## src/rtl/regfile_wb_arbiter_if.sv

```systemverilog
`default_nettype none
// ============================================================================
//  Module   : regfile_wb_arbiter_if
//  Purpose  : Bundle of the producer handshakes (ALU path A, variable-latency
//             path M) and the register-file write port / status outputs of
//             regfile_wb_arbiter.
//  Ports    : slave  - arbiter side (consumes A/M, drives write port/status)
//             master - producer / register-file side
//  Revision : 1.0 - initial release
// ============================================================================
interface regfile_wb_arbiter_if #(
    parameter int DEPTH = 4
);
    logic                     a_valid;
    logic                     a_ready;
    logic [4:0]               a_rd;
    logic [63:0]              a_data;
    logic                     m_valid;
    logic                     m_ready;
    logic [4:0]               m_rd;
    logic [63:0]              m_data;
    logic                     RegWr;
    logic [4:0]               RW;
    logic [63:0]              BusW;
    logic [31:0]              pending;
    logic [$clog2(DEPTH):0]   fifo_count;

    modport slave (
        input  a_valid, a_rd, a_data, m_valid, m_rd, m_data,
        output a_ready, m_ready, RegWr, RW, BusW, pending, fifo_count
    );

    modport master (
        output a_valid, a_rd, a_data, m_valid, m_rd, m_data,
        input  a_ready, m_ready, RegWr, RW, BusW, pending, fifo_count
    );
endinterface
`default_nettype wire

```

## src/rtl/regfile_wb_arbiter.sv

```systemverilog
`default_nettype none
// ============================================================================
//  Module   : regfile_wb_arbiter
//  Purpose  : Merges the ALU writeback path (A, priority) and the
//             variable-latency path (M, buffered in a DEPTH-entry FIFO) onto
//             the single register-file write port, and publishes a mask of
//             registers with writes still waiting in the FIFO.
//  Ports    : Clk    - clock, rising edge
//             resetl - synchronous active-low reset
//             bus    - regfile_wb_arbiter_if.slave (A/M handshakes,
//                      RegWr/RW/BusW, pending, fifo_count)
//  Revision : 1.0 - initial release
// ============================================================================
module regfile_wb_arbiter #(
    parameter int DEPTH        = 4,
    parameter int STARVE_LIMIT = 8
) (
    input  logic                 Clk,
    input  logic                 resetl,
    regfile_wb_arbiter_if.slave  bus
);
    localparam int c_PTR_W = $clog2(DEPTH);
    localparam int c_CNT_W = c_PTR_W + 1;
    localparam int c_STV_W = $clog2(STARVE_LIMIT + 1);

    logic [4:0]          rd_mem_q   [DEPTH];
    logic [63:0]         data_mem_q [DEPTH];
    logic [c_PTR_W-1:0]  wr_ptr_q, wr_ptr_d, rd_ptr_q, rd_ptr_d;
    logic [c_CNT_W-1:0]  count_q, count_d;
    logic [c_STV_W-1:0]  starve_q, starve_d;
    logic [31:0]         pending_q, pending_d;
    logic                regwr_q, regwr_d;
    logic [4:0]          rw_q, rw_d;
    logic [63:0]         busw_q, busw_d;

    logic w_fifo_empty, w_a_ready, w_m_ready;
    logic w_a_win, w_pop, w_m_keep, w_bypass, w_push;

    assign w_fifo_empty = (count_q == '0);
    // Once A has blocked a non-empty FIFO long enough, refuse A for one
    // cycle so the head is guaranteed a slot.
    assign w_a_ready    = resetl && !(!w_fifo_empty && (starve_q >= c_STV_W'(STARVE_LIMIT)));
    // Occupancy only: a full FIFO refuses M even in a cycle where it pops.
    assign w_m_ready    = resetl && (count_q < c_CNT_W'(DEPTH));

    // Writes to X31 are accepted but discarded, leaving the slot free.
    assign w_a_win  = bus.a_valid && w_a_ready && (bus.a_rd != 5'd31);
    assign w_pop    = !w_a_win && !w_fifo_empty;
    assign w_m_keep = bus.m_valid && w_m_ready && (bus.m_rd != 5'd31);
    assign w_bypass = w_m_keep && !w_a_win && w_fifo_empty;
    assign w_push   = w_m_keep && !w_bypass;

    always_comb begin
        logic [c_PTR_W-1:0] idx;
        logic [4:0]         ent_rd;

        regwr_d = 1'b0;
        rw_d    = 5'd0;
        busw_d  = 64'd0;
        if (w_a_win) begin
            regwr_d = 1'b1;
            rw_d    = bus.a_rd;
            busw_d  = bus.a_data;
        end else if (w_pop) begin
            regwr_d = 1'b1;
            rw_d    = rd_mem_q[rd_ptr_q];
            busw_d  = data_mem_q[rd_ptr_q];
        end else if (w_bypass) begin
            regwr_d = 1'b1;
            rw_d    = bus.m_rd;
            busw_d  = bus.m_data;
        end

        wr_ptr_d = w_push ? wr_ptr_q + 1'b1 : wr_ptr_q;
        rd_ptr_d = w_pop  ? rd_ptr_q + 1'b1 : rd_ptr_q;
        count_d  = count_q;
        if (w_push && !w_pop)
            count_d = count_q + 1'b1;
        else if (!w_push && w_pop)
            count_d = count_q - 1'b1;

        if (w_fifo_empty || w_pop)
            starve_d = '0;
        else if (w_a_win && (starve_q < c_STV_W'(STARVE_LIMIT)))
            starve_d = starve_q + 1'b1;
        else
            starve_d = starve_q;

        // Mask reflects the FIFO as it will be after this edge, including
        // the entry being pushed this cycle.
        pending_d = 32'd0;
        for (int i = 0; i < DEPTH; i++) begin
            idx    = rd_ptr_d + c_PTR_W'(i);
            ent_rd = (w_push && (idx == wr_ptr_q)) ? bus.m_rd : rd_mem_q[idx];
            if (c_CNT_W'(i) < count_d)
                pending_d[ent_rd] = 1'b1;
        end
        pending_d[31] = 1'b0;
    end

    always_ff @(posedge Clk) begin
        if (!resetl) begin
            wr_ptr_q  <= '0;
            rd_ptr_q  <= '0;
            count_q   <= '0;
            starve_q  <= '0;
            pending_q <= 32'd0;
            regwr_q   <= 1'b0;
            rw_q      <= 5'd0;
            busw_q    <= 64'd0;
        end else begin
            wr_ptr_q  <= wr_ptr_d;
            rd_ptr_q  <= rd_ptr_d;
            count_q   <= count_d;
            starve_q  <= starve_d;
            pending_q <= pending_d;
            regwr_q   <= regwr_d;
            rw_q      <= rw_d;
            busw_q    <= busw_d;
        end
    end

    // Storage needs no reset: validity is tracked by the pointers/count.
    always_ff @(posedge Clk) begin
        if (w_push) begin
            rd_mem_q[wr_ptr_q]   <= bus.m_rd;
            data_mem_q[wr_ptr_q] <= bus.m_data;
        end
    end

    assign bus.a_ready    = w_a_ready;
    assign bus.m_ready    = w_m_ready;
    assign bus.RegWr      = regwr_q;
    assign bus.RW         = rw_q;
    assign bus.BusW       = busw_q;
    assign bus.pending    = pending_q;
    assign bus.fifo_count = count_q;
endmodule
`default_nettype wire

```

## src/flat_wrapper.sv

```systemverilog
// flat-port wrapper written by rule: the top's interface ports become plain ports
module regfile_wb_arbiter_flat 
#(
    parameter int DEPTH        = 4,
    parameter int STARVE_LIMIT = 8
)
  (Clk, resetl, bus_a_valid, bus_a_rd, bus_a_data, bus_m_valid, bus_m_rd, bus_m_data, bus_a_ready, bus_m_ready, bus_RegWr, bus_RW, bus_BusW, bus_pending, bus_fifo_count);
  regfile_wb_arbiter_if #(.DEPTH(DEPTH)) bus_i ();
  input  logic Clk;
  input  logic resetl;
  input wire logic [$bits(bus_i.a_valid)-1:0] bus_a_valid;
  input wire logic [$bits(bus_i.a_rd)-1:0] bus_a_rd;
  input wire logic [$bits(bus_i.a_data)-1:0] bus_a_data;
  input wire logic [$bits(bus_i.m_valid)-1:0] bus_m_valid;
  input wire logic [$bits(bus_i.m_rd)-1:0] bus_m_rd;
  input wire logic [$bits(bus_i.m_data)-1:0] bus_m_data;
  output wire logic [$bits(bus_i.a_ready)-1:0] bus_a_ready;
  output wire logic [$bits(bus_i.m_ready)-1:0] bus_m_ready;
  output wire logic [$bits(bus_i.RegWr)-1:0] bus_RegWr;
  output wire logic [$bits(bus_i.RW)-1:0] bus_RW;
  output wire logic [$bits(bus_i.BusW)-1:0] bus_BusW;
  output wire logic [$bits(bus_i.pending)-1:0] bus_pending;
  output wire logic [$bits(bus_i.fifo_count)-1:0] bus_fifo_count;
  assign bus_i.a_valid = bus_a_valid;
  assign bus_i.a_rd = bus_a_rd;
  assign bus_i.a_data = bus_a_data;
  assign bus_i.m_valid = bus_m_valid;
  assign bus_i.m_rd = bus_m_rd;
  assign bus_i.m_data = bus_m_data;
  assign bus_a_ready = bus_i.a_ready;
  assign bus_m_ready = bus_i.m_ready;
  assign bus_RegWr = bus_i.RegWr;
  assign bus_RW = bus_i.RW;
  assign bus_BusW = bus_i.BusW;
  assign bus_pending = bus_i.pending;
  assign bus_fifo_count = bus_i.fifo_count;
  regfile_wb_arbiter #(.DEPTH(DEPTH), .STARVE_LIMIT(STARVE_LIMIT)) u_core (.Clk(Clk), .resetl(resetl), .bus(bus_i));
endmodule
```

## config.mk

```make
export PLATFORM = sky130hd
export DESIGN_NAME = regfile_wb_arbiter_flat
export DESIGN_NICKNAME = d
export VERILOG_FILES = /design/src/rtl/regfile_wb_arbiter_if.sv /design/src/rtl/regfile_wb_arbiter.sv /design/src/flat_wrapper.sv
export SDC_FILE = /design/constraint.sdc
export NUM_CORES = 1
export LEC_CHECK = 0
export ABC_CLOCK_PERIOD_IN_PS = 4400
export CAP_MARGIN = 20
export CORE_MARGIN = 2
export CORE_UTILIZATION = 50
export CTS_CLUSTER_DIAMETER = 100
export DETAILED_ROUTE_END_ITERATION = 8
export HOLD_SLACK_MARGIN = 0.15
export PLACE_DENSITY = 0.74
export SKIP_CTS_REPAIR_TIMING = 1
export SYNTH_ARGS = -nofsm -noshare
export SYNTH_HDL_FRONTEND = slang
export SYNTH_SLANG_ARGS = --single-unit
```

## constraint.sdc

```tcl
create_clock -name Clk -period 4.4 [get_ports Clk]
set_clock_uncertainty 0.2 [all_clocks]
set_input_delay 0.44 -clock Clk [delete_from_list [all_inputs] [get_ports Clk]]
set_output_delay 0.44 -clock Clk [all_outputs]
set_load 0.02 [all_outputs]
```

==> impl_metrics.tcl, run 1 <==
set metrics [dict create \
    status "complete, no violations" \
    synth_cells 1181 \
    crit_fanout 22 \
    relSlewSlack_pct 26.72 \
    fp.dieArea_um2 35380 \
    grt_pass1_wl_um 69310 \
    ys_seq_elements 388 \
    clock_path_buffers 3 \
    fillCellCount 2469 \
    min_from "resetl" \
    slowest_stage "mux2i_1" \
    postLayoutCellArea_um2 21320 \
    hpwlAfterDp_um 29710 \
    seq_area_frac_synth_pct 62.13 \
    slowest_delay_ns 0.57 \
    grt.total_usage_pct 25.20 \
    tightestPinTransition_ns 1.097 \
    drive_above_1_share_pct 16.08 \
    min_period_over_period_pct 89.77 \
    vias 11629 \
    p_leak_nw 7.085 \
    placed_area_um2 19970 \
    synth_cell_type_count 82 \
    setup_viol 0 \
    start_util_pct 50.67 \
    cp_num_cells 11 \
    worstPathCellList "inv_1 -> ha_1 -> nand2b_4 -> and3_2 -> nor3_4 -> o41ai_2 -> o21ai_4 -> mux2i_1 -> or3_1 -> o22ai_1 -> a221o_1" \
    vias_per_cell 6.111 \
    grt_max_degree 68 \
    overflow 0 \
    ant_nets 0 \
    diodes 0 \
    cp_num_buf_inv 1 \
    synth.most_common_cell "edfxtp_1" \
    cts_root_buffer "clkbuf_16" \
    cts_tree "built" \
    r2r_setup_slack_ns 0.45 \
    wl_per_cell_um 23.51 \
    avgSynthCellArea_um2 14.35 \
    fmax_mhz 253.2 \
    cp_top_family "simple AND/OR/NAND/NOR gates" \
    drt-total-wl_um 44740 \
    clk_latency_ns 0.54 \
    ys_async_sr_fraction_pct 0 \
    timing.rr.start "u_core.bus.fifo_count[0]" \
    netlist_top_cells_count "edfxtp_1 (276), dfxtp_1 (112), nor2_1 (88), mux4_2 (68), nor3b_1 (67)" \
    die-width_um 188.1 \
    power_density_nw_per_um2 621.8 \
    hold_end "u_core.starve_q[0]" \
    path_clk_slew_ns 0.06 \
    hold_viol 0 \
    cts.sinks 388 \
    min_period_ns 3.950 \
    boundaryPins 249 \
    startpoint_type "flip-flop" \
    area_growth_pct 25.83 \
    synth-edff-count 276 \
    h-tree-depth 2 \
    num_rows 67 \
    antenna_found_initial 0 \
    synth_top_area_share_pct 48.90 \
    fp.dieH_um 188.1 \
    synth.largest_area_cell "edfxtp_1" \
    whs_path_depth 4 \
    cap_violations 0 \
    numCtsBuffers 40 \
    grt_pass1_vias 12065 \
    yosys-top-cells-area "edfxtp_1 (49%), dfxtp_1 (13%), mux4_2 (9.0%)" \
    end_kind "flip-flop" \
    yosysWarnings 0 \
    hold_path.class "in2reg" \
    rsz0062_at_grt "false" \
    slew_violations 0 \
    tns_ns 0 \
    drc 0 \
    syn_nets 1332 \
    drtPass1Iterations 5 \
    peakVddDrop_mv 0.3680 \
    required_ns 4.62 \
    portBuffers 247 \
    r2r_cells 11 \
    cp.arrival_ns 4.17 \
    core_um2 33450 \
    drt_iter0_markers 941 \
    place.gp.congestion 0.9241 \
    crit_type "reg2reg" \
    reg2reg_to "u_core.bus.pending[28]" \
    synth_ff_type "edfxtp_1" \
    synth_area_um2 16950 \
    fin_nets 1574 \
]
==> sequential cells by signal (all words and copies together), names as in the netlist <==
signal / count
u_core.bus.RW: 5
u_core.bus.pending: 31
u_core.starve_q: 4
u_core.wr_ptr_q: 2
u_core.bus.BusW: 64
u_core.bus.fifo_count: 3
u_core.rd_mem_q: 20
u_core.bus.RegWr: 1
u_core.rd_ptr_q: 2
u_core.data_mem_q: 256
==> cells in the final DEF (no fill, tap or decap), types with 7 or more instances in the layout <==
cell type        synthesis  final
clkinv_2                 0      9
nand2b_1                 8      8
dfxtp_1                112    110
mux2_2                  25     25
nor3_1                  15     15
buf_4                    3     36
clkdlybuf4s50_1          0    246
or3_1                    8      8
a221oi_1                66     66
nor2_1                  88     87
o22ai_1                 56     56
clkbuf_16                0     42
o21ai_0                 10     10
a21oi_1                 15     15
and2_1                  13      9
mux4_2                  68     68
nor2b_1                 10     10
edfxtp_1               276    276
mux2i_1                 35     35
o21a_1                  28     28
nor3b_1                 67     67
nand3_1                 23     23
nand2_1                 23     23
ha_1                     9      9
a21o_1                   7      7
inv_1                   14     14
==> power by group <==
group / switching (mW) / internal (mW) / total, mW
Sequential: 0.199 / 4.33 / 4.53
Clock: 1.41 / 1.98 / 3.40
Combinational: 3.14 / 2.20 / 5.34
==> cells by family (layout without fill, tap and decap cells) <==
group | Yosys count | count (layout) | share of synthesized area, %
flops | 388 | 388 | 62.13
simple gates | 292 | 292 | 9.701
compound gates | 254 | 254 | 11.62
mux | 131 | 131 | 12.99
buf+inv | 100 | 374 | 2.562
fa+ha+maj | 9 | 9 | 0.6645
xor+xnor | 6 | 6 | 0.3101
other cells | 1 | 1 | 0.02213
==> how the worst max path moves through the flow <==
stage	startpoint	to
floorplan	u_core.bus.fifo_count[0]	u_core.data_mem_q[0][0]
global placement	bus_a_rd[0]	u_core.bus.pending[28]
detailed placement	u_core.bus.fifo_count[0]	u_core.bus.pending[28]
CTS	u_core.bus.fifo_count[0]	u_core.bus.pending[26]
global route	u_core.bus.fifo_count[0]	u_core.bus.pending[24]
finish	u_core.bus.fifo_count[0]	u_core.bus.pending[28]
==> cell type report <==
type,instances,area (um2),share of cell area (%)
Multi-Input combinational cell,693,6002,28.15
Timing Repair Buffer,286,2813,13.19
Clock inverter,22,210.2,0.9857
Sequential cell,388,10540,49.42
Inverter,14,52.55,0.2464
Tap cell,448,560.5,2.629
Clock buffer,52,1149,5.386
==> metal layers <==
layer  vias to the layer above  global-route usage (%)  wire length (um)  part of all wire, %
li1                       5218                       -                 -                    -
met1                      5894                   32.69             18580                   42
met2                       421                   43.26             22170                   50
met3                        96                   4.118              2659                  5.9
met4                         0                   8.419              1329                  3.0
met5                         -                       0                 0                    0
==> metrics by stage <==
stage / power [mW] / utilization, % / worst slack [ns] / std cells / hold slack (ns)
floorplan: 8.048 / - / 0.3954 / 1181 / 0.2472
global placement: 9.841 / 59.69 / 0.5562 / 1829 / 0.2749
detailed placement: 9.891 / 59.69 / 0.5079 / 1829 / 0.2802
CTS: 13.29 / 63.75 / 0.4821 / 1903 / 0.2542
global route: 13.85 / 63.75 / 0.1481 / 1903 / 0.2785
finish: 13.26 / 63.75 / 0.4501 / 1903 / 0.2707
==> worst reg2reg max path, cell delays in order, from the launching register on <==
cell	delay [ns]
dfxtp_1	0.46
inv_1	0.10
ha_1	0.26
nand2b_4	0.30
and3_2	0.47
nor3_4	0.10
o41ai_2	0.52
o21ai_4	0.18
mux2i_1	0.57
or3_1	0.27
o22ai_1	0.09
a221o_1	0.31
Power figures use the tool's default switching activity.
==> run 2: changes to the inputs <==
CTS_CLUSTER_DIAMETER = 80   (was 100)
==> results of run 2 <==
Same layout as run 1: the final DEF is identical, and so are final timing and power.
